--- src/rtl/aes_package.sv ---
// rtl/aes_package.sv - shared widths, FSM state types and status flags for the AES gearbox
// Purpose: common definitions imported by aes_block_gearbox and aes_word_serializer.
// Ports: none (package).
package aes_package;

  localparam int AES_WORD_W  = 32;
  localparam int AES_BLOCK_W = 128;
  localparam int AES_CNT_W   = 16;

  typedef enum logic [1:0] {
    PK_IDLE,
    PK_FILL,
    PK_HOLD
  } aes_pack_state_t;

  typedef enum logic [1:0] {
    UP_IDLE,
    UP_EMPTY,
    UP_DRAIN
  } aes_unpack_state_t;

  typedef struct packed {
    logic busy;
    logic done;
  } flags_gearbox_t;

endpackage

--- src/rtl/aes_word_serializer.sv ---
// rtl/aes_word_serializer.sv - splits each ciphertext block into words for the sink streamer
// Purpose: captures one engine block, emits it word 0 first, counts drained blocks.
// Ports:
//   clk, reset, clear          clock, async active-high reset, sync clear
//   start_i                    accepted non-empty job start
//   n_blocks_i                 latched job length
//   ct_blk_i/ct_valid_i/ct_ready_o   block handshake from the engine
//   ct_data_o/ct_valid_o/ct_ready_i  word handshake to the sink
//   job_end_o                  high on the edge that drains the last word of the job
module aes_word_serializer
  import aes_package::*;
#(
  parameter int WORD_W  = AES_WORD_W,
  parameter int BLOCK_W = AES_BLOCK_W,
  parameter int CNT_W   = AES_CNT_W
) (
  input  logic               clk,
  input  logic               reset,
  input  logic               clear,
  input  logic               start_i,
  input  logic [CNT_W-1:0]   n_blocks_i,
  input  logic [BLOCK_W-1:0] ct_blk_i,
  input  logic               ct_valid_i,
  output logic               ct_ready_o,
  output logic [WORD_W-1:0]  ct_data_o,
  output logic               ct_valid_o,
  input  logic               ct_ready_i,
  output logic               job_end_o
);

  localparam int WORDS  = BLOCK_W / WORD_W;
  localparam int RCNT_W = $clog2(WORDS);
  localparam logic [RCNT_W-1:0] RCNT_LAST = RCNT_W'(WORDS - 1);
  localparam logic [RCNT_W-1:0] RCNT_ONE  = RCNT_W'(1);
  localparam logic [CNT_W-1:0]  CNT_ONE   = CNT_W'(1);

  aes_unpack_state_t  r_state;
  aes_unpack_state_t  w_state_nxt;
  logic [RCNT_W-1:0]  r_rcnt;
  logic [BLOCK_W-1:0] r_blk;
  logic [CNT_W-1:0]   r_blocks_out;

  logic w_ct_take;
  logic w_word_take;
  logic w_blk_last;
  logic w_job_last;

  assign w_ct_take   = (r_state == UP_EMPTY) && ct_valid_i;
  assign w_word_take = (r_state == UP_DRAIN) && ct_ready_i;
  assign w_blk_last  = w_word_take && (r_rcnt == RCNT_LAST);
  assign w_job_last  = w_blk_last && ((r_blocks_out + CNT_ONE) == n_blocks_i);

  assign ct_ready_o = (r_state == UP_EMPTY);
  assign ct_valid_o = (r_state == UP_DRAIN);
  assign ct_data_o  = ct_valid_o ? r_blk[r_rcnt*WORD_W +: WORD_W] : '0;
  assign job_end_o  = w_job_last;

  always_comb begin
    w_state_nxt = r_state;
    case (r_state)
      UP_IDLE:  if (start_i) w_state_nxt = UP_EMPTY;
      UP_EMPTY: if (w_ct_take) w_state_nxt = UP_DRAIN;
      UP_DRAIN: if (w_blk_last) w_state_nxt = w_job_last ? UP_IDLE : UP_EMPTY;
      default:  w_state_nxt = UP_IDLE;
    endcase
  end

  always_ff @(posedge clk or posedge reset) begin
    if (reset) begin
      r_state      <= UP_IDLE;
      r_rcnt       <= '0;
      r_blk        <= '0;
      r_blocks_out <= '0;
    end else if (clear) begin
      r_state      <= UP_IDLE;
      r_rcnt       <= '0;
      r_blk        <= '0;
      r_blocks_out <= '0;
    end else begin
      r_state <= w_state_nxt;
      if (start_i) begin
        r_rcnt       <= '0;
        r_blocks_out <= '0;
      end else begin
        if (w_ct_take) begin
          r_blk  <= ct_blk_i;
          r_rcnt <= '0;
        end
        if (w_word_take) r_rcnt <= r_rcnt + RCNT_ONE;
        if (w_blk_last) r_blocks_out <= r_blocks_out + CNT_ONE;
      end
    end
  end

endmodule

--- src/rtl/aes_block_gearbox.sv ---
// rtl/aes_block_gearbox.sv - 32-bit stream to 128-bit AES block width adapter with job counting
// Purpose: packs plaintext words into blocks for the engine, unpacks ciphertext blocks
//          into words for the sink, and pulses done once the job's last word has left.
// Ports:
//   clk, reset, clear                     clock, async active-high reset, sync clear
//   start_i, n_blocks_i                   job start pulse and job length
//   pt_data_i/pt_valid_i/pt_ready_o       plaintext words in
//   blk_data_o/blk_valid_o/blk_ready_i    packed blocks to the engine
//   ct_blk_i/ct_valid_i/ct_ready_o        ciphertext blocks from the engine
//   ct_data_o/ct_valid_o/ct_ready_i       ciphertext words out
//   busy_o, done_o                        job active, one-cycle completion pulse
module aes_block_gearbox
  import aes_package::*;
#(
  parameter int WORD_W  = AES_WORD_W,
  parameter int BLOCK_W = AES_BLOCK_W,
  parameter int CNT_W   = AES_CNT_W
) (
  input  logic               clk,
  input  logic               reset,
  input  logic               clear,
  input  logic               start_i,
  input  logic [CNT_W-1:0]   n_blocks_i,
  input  logic [WORD_W-1:0]  pt_data_i,
  input  logic               pt_valid_i,
  output logic               pt_ready_o,
  output logic [BLOCK_W-1:0] blk_data_o,
  output logic               blk_valid_o,
  input  logic               blk_ready_i,
  input  logic [BLOCK_W-1:0] ct_blk_i,
  input  logic               ct_valid_i,
  output logic               ct_ready_o,
  output logic [WORD_W-1:0]  ct_data_o,
  output logic               ct_valid_o,
  input  logic               ct_ready_i,
  output logic               busy_o,
  output logic               done_o
);

  localparam int WORDS  = BLOCK_W / WORD_W;
  localparam int WCNT_W = $clog2(WORDS);
  localparam logic [WCNT_W-1:0] WCNT_LAST = WCNT_W'(WORDS - 1);
  localparam logic [WCNT_W-1:0] WCNT_ONE  = WCNT_W'(1);
  localparam logic [CNT_W-1:0]  CNT_ONE   = CNT_W'(1);

  aes_pack_state_t    r_pk_state;
  aes_pack_state_t    w_pk_nxt;
  flags_gearbox_t     r_flags;
  logic [CNT_W-1:0]   r_n_blocks;
  logic [CNT_W-1:0]   r_blocks_in;
  logic [WCNT_W-1:0]  r_wcnt;
  logic [BLOCK_W-1:0] r_blk;

  logic w_start;
  logic w_start_job;
  logic w_pt_take;
  logic w_blk_take;
  logic w_pk_last;
  logic w_job_end;

  // While busy both FSMs are mid-job, so a start can only land when they are idle.
  assign w_start     = start_i && !r_flags.busy;
  assign w_start_job = w_start && (n_blocks_i != '0);
  assign w_pt_take   = (r_pk_state == PK_FILL) && pt_valid_i;
  assign w_blk_take  = (r_pk_state == PK_HOLD) && blk_ready_i;
  assign w_pk_last   = w_blk_take && ((r_blocks_in + CNT_ONE) == r_n_blocks);

  assign pt_ready_o  = (r_pk_state == PK_FILL);
  assign blk_valid_o = (r_pk_state == PK_HOLD);
  assign blk_data_o  = r_blk;
  assign busy_o      = r_flags.busy;
  assign done_o      = r_flags.done;

  always_comb begin
    w_pk_nxt = r_pk_state;
    case (r_pk_state)
      PK_IDLE: if (w_start_job) w_pk_nxt = PK_FILL;
      PK_FILL: if (w_pt_take && (r_wcnt == WCNT_LAST)) w_pk_nxt = PK_HOLD;
      PK_HOLD: if (w_blk_take) w_pk_nxt = w_pk_last ? PK_IDLE : PK_FILL;
      default: w_pk_nxt = PK_IDLE;
    endcase
  end

  always_ff @(posedge clk or posedge reset) begin
    if (reset) begin
      r_pk_state  <= PK_IDLE;
      r_flags     <= '0;
      r_n_blocks  <= '0;
      r_blocks_in <= '0;
      r_wcnt      <= '0;
      r_blk       <= '0;
    end else if (clear) begin
      r_pk_state  <= PK_IDLE;
      r_flags     <= '0;
      r_n_blocks  <= '0;
      r_blocks_in <= '0;
      r_wcnt      <= '0;
      r_blk       <= '0;
    end else begin
      r_pk_state   <= w_pk_nxt;
      r_flags.done <= 1'b0;
      if (w_start) begin
        r_n_blocks  <= n_blocks_i;
        r_blocks_in <= '0;
        r_wcnt      <= '0;
        // An empty job completes immediately without ever raising busy.
        if (n_blocks_i == '0) r_flags.done <= 1'b1;
        else                  r_flags.busy <= 1'b1;
      end else begin
        if (w_pt_take) begin
          r_blk[r_wcnt*WORD_W +: WORD_W] <= pt_data_i;
          r_wcnt <= r_wcnt + WCNT_ONE;
        end
        if (w_blk_take) r_blocks_in <= r_blocks_in + CNT_ONE;
        if (w_job_end) begin
          r_flags.busy <= 1'b0;
          r_flags.done <= 1'b1;
        end
      end
    end
  end

  aes_word_serializer #(
    .WORD_W  (WORD_W),
    .BLOCK_W (BLOCK_W),
    .CNT_W   (CNT_W)
  ) u_serializer (
    .clk        (clk),
    .reset      (reset),
    .clear      (clear),
    .start_i    (w_start_job),
    .n_blocks_i (r_n_blocks),
    .ct_blk_i   (ct_blk_i),
    .ct_valid_i (ct_valid_i),
    .ct_ready_o (ct_ready_o),
    .ct_data_o  (ct_data_o),
    .ct_valid_o (ct_valid_o),
    .ct_ready_i (ct_ready_i),
    .job_end_o  (w_job_end)
  );

endmodule

--- config.mk ---
export PLATFORM = sky130hd
export DESIGN_NAME = aes_block_gearbox
export DESIGN_NICKNAME = d
export VERILOG_FILES = /design/src/rtl/aes_package.sv /design/src/rtl/aes_word_serializer.sv /design/src/rtl/aes_block_gearbox.sv
export SDC_FILE = /design/constraint.sdc
export NUM_CORES = 1
export LEC_CHECK = 0
export ABC_AREA = 1
export CORE_MARGIN = 2
export CORE_UTILIZATION = 55
export DETAILED_ROUTE_END_ITERATION = 7
export PLACE_DENSITY = 0.84
export SLEW_MARGIN = 20
export SYNTH_ARGS = -nofsm -noshare
export SYNTH_HDL_FRONTEND = slang
export SYNTH_SLANG_ARGS = --single-unit
--- constraint.sdc ---
create_clock -name clk -period 32.3 [get_ports clk]
set_input_delay 6.46 -clock clk [delete_from_list [all_inputs] [get_ports clk]]
set_output_delay 6.46 -clock clk [all_outputs]
set_load 0.02 [all_outputs]
==> qor.txt, run 1 <==
Status = complete, no violations
Number of setup buffers added after CTS = 0
CP max FO = 34
IO buf count = 349
Placed instance count = 2,464
Critical path data arrival time = 3690 ps
Slew headroom = 0.274
Initial Util = 0.558
Final GP Congestion = 0.909
Static Leak = 8.61 nW
VDD IR max = 0.0000445 V
Post-CTS sizing = 0
# H-tree levels = 2
Synth cell types = 33
Full die area = 0.0286 sq mm
Post-DRT Antenna Nets = 0
Max Slew Vio Count = 0
Hold WC Path Type = flop to flop
Syn avg cell area = 8.00 sq um
Seq/Total Area, Yosys = 0.524
Most frequent cells after synthesis = 435 x nand2_1, 314 x dfrtp_1, 276 x o21ai_0, 185 x nand3_1, 182 x nor2_1
Tightest Pin Transition = 1080 ps
Worst-path clk slew = 60 ps
Die Wd = 169 um
Cell area after synthesis = 0.0150 sq mm
CTS buffer count = 35
Final hold violations = 0
Pwr Total = 0.00107 W
Later-pin clock latency in the skew report = 520 ps
Antenna violations before repair = 4
Most frequent cell after synthesis = nand2_1
Pwr/cell area = 53.9 mW/mm^2
Yosys top cell area share = 0.524
Drt drc = 0
Final setup violation count = 0
Synth area leader = dfrtp_1
CORE AREA = 0.0269 sq mm
Layout cells sized above 1 = 0.0454
Fin crit share = 0.314
CP Launch Type = flop
CTS tree = done
Largest net degree at the start of global routing = 157
Global-route usage over all layers = 0.335
Cts hold-fix bufs = 0
Most used flip-flop cell after synthesis = dfrtp_1
Worst-case clock buffer depth = 3
Row Count = 60
Dominant cells by area after synthesis = dfrtp_1 52%, nand2_1 11%, o21ai_0 9.2%
R2r setup slk = 28,940 ps
I/O pins = 350
DR WL/cell = 19.2 um
Post-Syn Nets = 2,065
Setup TNS = 0 ps
Grt ovf = 0
Post-Layout Cell Count = 2,526
Placed Area = 0.0186 sq mm
Die height = 169 um
Yosys reg bits = 314
Mapped Cells = 1,873
Nets@finish = 2,353
Crit end category = output pin
CP Class = flop to output pin
DR iter-0 viols = 1,531
CTS root buffer = clkbuf_16
RSZ-0062 raised after global routing = false
Area growth, synth to finish = 32.3%
Detailed Routing Iterations Pass 1 = 6
Clock sink total = 314
Post-route cell area = 0.0198 sq mm
Number of synthesized flops with an enable pin = 0
Worst Path Required = 25,840 ps
DP HPWL = 32.3 mm
Vias = 14.6k
Minimum clock period = 10,150 ps
Highest Clock Rate = 98.5 MHz
MaxCap Viol Count = 0
Warnings, synthesis = 0
Vias in the first global route = 14.4k
First-pass GRT wire length = 76.2 mm
Clock Skews = 21.1 ps
Vias/cell = 5.79
Share of flip-flops with an asynchronous set or reset = 1.00
Final WL = 48.6 mm
[critical path, cell delays in order (launching register included)]
cell,delay (ps)
dfrtp_1,330
buf_4,400
clkinv_1,930
nor2_1,440
o21ai_0,180
a21oi_1,190
clkdlybuf4s50_1,710
[path summary, 6_finish.rpt]
kind	from	endpoint	depth (start not counted)
max reg2reg	r_wcnt[0]	blk_data_o[10]	8
min	u_serializer.r_blk[49]	u_serializer.r_blk[49]	2
max	u_serializer.r_rcnt[1]	ct_data_o[4]	6
max in group asynchronous	reset	u_serializer.r_blk[52]	4
min in group asynchronous	reset	u_serializer.r_blk[37]	2
min reg2reg	u_serializer.r_blk[49]	u_serializer.r_blk[49]	2
[kinds of logic (layout without fill, tap and decap cells)]
| group | after synthesis | count (layout) | share of synthesized area |
|---|---|---|---|
| AND/OR/NAND/NOR | 841 | 841 | 0.235 |
| XOR/XNOR | 11 | 11 | 0.00918 |
| flip-flops | 314 | 314 | 0.524 |
| adder cells (fa/ha/maj) | 8 | 8 | 0.00668 |
| buffers and inverters | 275 | 585 | 0.0717 |
| other | 0 | 2 | 0 |
| AO/OA/AOI/OAI | 424 | 424 | 0.153 |
[state kept, by name (all words and copies together) (netlist names)]
signal	count
r_blocks_in	16
u_serializer.r_state	2
u_serializer.r_blocks_out	16
r_wcnt	2
r_pk_state	2
done_o	1
u_serializer.r_blk	128
r_n_blocks	16
u_serializer.r_rcnt	2
blk_data_o	128
busy_o	1
[routing by layer]
layer / track usage / vias to the layer above / part of all wire
met5: 0 / - / 0.00060
met4: 0.148 / 4 / 0.046
met3: 0.0905 / 138 / 0.091
met2: 0.536 / 708 / 0.47
met1: 0.430 / 7039 / 0.39
li1: - / 6737 / -
[cells in the final DEF (no fill, tap or decap), types with 2 or more instances in the layout]
master           synthesis  final
o21bai_1                 3      3
o31ai_1                 31     31
o21ai_1                  3      2
diode_2                  0      2
nor2_2                   7      7
clkinv_1                 1      3
nand2_2                  2      2
nand2_4                  1      2
inv_8                    0      2
nor2_4                   7      7
and2_1                   3      3
clkbuf_1                81      6
bufinv_16                0      5
inv_1                  152    149
buf_4                    3     18
dfrtp_1                314    313
xor2_1                   5      5
o21ai_0                276    276
clkbuf_16                0     35
clkdlybuf4s50_1          0    349
inv_6                    0      2
nand2_1                435    434
nor3_1                   2      2
o22ai_1                 56     56
nand3_1                185    185
clkbuf_8                 0      4
xnor2_1                  3      3
ha_1                     8      8
xnor3_1                  3      3
nor2_1                 182    182
a21oi_1                 50     50
inv_2                    4      3
clkinv_2                 0      4
nand4_1                 17     17
[stage by stage]
stage	worst slack [ps]	hold slack (ps)	util
4_1_cts	22610	482	0.736
3_3_place_gp	22370	460	0.692
3_5_place_dp	22230	468	0.692
2_1_floorplan	17150	448	-
6_report	22150	481	0.738
5_1_grt	21960	501	0.738
[layout make-up]
type                       instances  area [sq um]
timing repair buffer             369          3670
sequential                       314          7860
fill                            2056          7050
tap                              341           427
antenna                            2          5.00
clock buffer                      45           953
inverter                         157           604
clock inverter                    14           241
multi-input combinational       1284          6060
[report_power, final]
part / leakage (nW) / switching, W / internal (W)
sequential: 4.25 / 0.0000228 / 0.000431
combinational: 3.78 / 0.000124 / 0.0000735
clock: 0.581 / 0.000166 / 0.000251
(Power assumes the default switching activity.)
==> run 2, diff against run 1 <==
--- a/config.mk
+++ b/config.mk
@@ -7,9 +7,9 @@
 export LEC_CHECK = 0
 export ABC_AREA = 1
 export CORE_MARGIN = 2
-export CORE_UTILIZATION = 55
+export CORE_UTILIZATION = 51
 export DETAILED_ROUTE_END_ITERATION = 7
-export PLACE_DENSITY = 0.84
+export PLACE_DENSITY = 0.78
 export SLEW_MARGIN = 20
 export SYNTH_ARGS = -nofsm -noshare
 export SYNTH_HDL_FRONTEND = slang
==> constraint.sdc (replaced) <==
create_clock -name clk -period 9.41 [get_ports clk]
set_input_delay 1.882 -clock clk [delete_from_list [all_inputs] [get_ports clk]]
set_output_delay 1.882 -clock clk [all_outputs]
set_load 0.02 [all_outputs]
==> qor.txt, run 2 (same netlist as run 1, synthesis figures left out) <==
Clock sink total = 314
Most frequent cells in the layout = 434 x nand2_1, 349 x clkdlybuf4s50_1, 313 x dfrtp_1
Tightest Pin Transition = 1110 ps
Detailed Routing Iterations Pass 1 = 6
Crit end category = flop
Vias in the first global route = 14.2k
Nets@finish = 2,357
Setup TNS = 0 ps
# H-tree levels = 2
DR iter-0 viols = 1,354
Layout cells sized above 1 = 0.0488
Hold WC Path Type = flop to flop
Minimum clock period = 4980 ps
Final hold slack = 477 ps
CP Launch Type = input pin
Number of setup buffers added after CTS = 0
Slowest cell on crit path = nand2_4
Worst-path clk slew = 60 ps
First-pass GRT wire length = 76.4 mm
Max incr delay on CP = 760 ps
Static Leak = 8.65 nW
CORE AREA = 0.0288 sq mm
Cts hold-fix bufs = 0
Final hold violations = 0
Initial Util = 0.521
Highest Clock Rate = 201 MHz
CTS tree = done
CP Cell Sequence = clkdlybuf4s50_1, inv_6, nand2_1, nand2_4, buf_6, nand2_1, o21ai_0
Most common cell after layout, fill and taps aside = nand2_1
I/O pins = 350
CTS root buffer = clkbuf_16
Max Slew Vio Count = 0
Post-CTS sizing = 0
Clock Skews = 12.6 ps
Global-route usage over all layers = 0.312
Pwr/cell area = 184 mW/mm^2
Antenna violations before repair = 6
Drt drc = 0
Full die area = 0.0308 sq mm
Worst-case clock buffer depth = 3
Critical path data arrival time = 5410 ps
CP max FO = 138
Row Count = 62
Post-DRT Antenna Nets = 0
Grt ovf = 0
Largest net degree at the start of global routing = 182
Worst Path Required = 9840 ps
Vias/cell = 5.56
Final WL = 48.9 mm
Final setup violation count = 0
CTS buffer count = 37
MaxCap Viol Count = 0
VDD IR max = 0.000154 V
CP Class = input pin to flop
Later-pin clock latency in the skew report = 520 ps
IO buf count = 349
DP HPWL = 32.4 mm
Die Wd = 175 um
FILL cells = 2,309
Die height = 175 um
Critical Path Most Common Cell = nand2_1
RSZ-0062 raised after global routing = false
Final GP Congestion = 0.878
Status = complete, no violations
Fin crit share = 0.530
Slew headroom = 0.256
Area growth, synth to finish = 33.2%
Vias = 14.3k
DR WL/cell = 18.9 um
run 2: changes by cell type in the layout (fill, tap and decap cells not counted), sizes merged:
cell | before | now
diode | 2 | 4
clkinv | 9 | 12
clkbuf | 45 | 52
buf | 20 | 22
inv | 156 | 155
bufinv | 5 | 3
clkinvlp | 1 | 2
run 2: worst paths after layout:
path | from | end | slack [ps] | cells past startpoint
setup reg to reg | r_wcnt[0] | blk_data_o[27] | 5800 | 8
hold reg to reg | u_serializer.r_blk[48] | u_serializer.r_blk[48] | 480 | 2
min in group asynchronous | reset | blk_data_o[34] | 1970 | 3
max in group asynchronous | reset | u_serializer.r_blk[73] | 5950 | 5
setup / recovery | clear | u_serializer.r_blk[38] | 4430 | 7
hold / removal | u_serializer.r_blk[48] | u_serializer.r_blk[48] | 480 | 2
run 2: cell type report:
cell class / instances / area (sq um) / area share
Antenna cell: 4 / 10.0 / 0.000502
Clock buffer: 52 / 1060 / 0.0533
Clock inverter: 15 / 164 / 0.00821
Inverter: 157 / 598 / 0.0300
Multi-Input combinational cell: 1284 / 6060 / 0.304
Sequential cell: 314 / 7860 / 0.394
Tap cell: 384 / 480 / 0.0241
Timing Repair Buffer: 371 / 3720 / 0.186
run 2: metrics by stage:
step           utilization  total power, W  setup WS (ps)  cell area [sq um]  instances
6_report             0.693         0.00368           4430              20000       2581
4_1_cts              0.691         0.00369           4210              19900       2575
3_5_place_dp         0.648         0.00225           3670              18700       2508
5_1_grt              0.693         0.00384           3960              20000       2580
2_1_floorplan            -         0.00196           3350              15000       1873
3_3_place_gp         0.648         0.00223           3760              18700       2508
run 2: power breakdown:
part           internal [W]  switching, W  leakage, nW  total (W)
combinational      0.000255      0.000422         3.80   0.000677
sequential          0.00148     0.0000760         4.25    0.00156
clock              0.000873      0.000572        0.609    0.00144
total               0.00261       0.00107         8.65    0.00368
run 2: worst max-delay path, delay by kind of cell:
family / cells / cell delay, ps
buffers and inverters: 3 / 2080
and+or+nand+nor: 3 / 1170
AOI/OAI and AO/OA: 1 / 130
run 2: layer usage:
layer,part of all wire,global-route usage,vias up
met1,0.39,0.384,6892
met3,0.091,0.0916,109
met5,0.00027,0,-
li1,-,-,6756
met2,0.48,0.518,587
met4,0.038,0.128,2
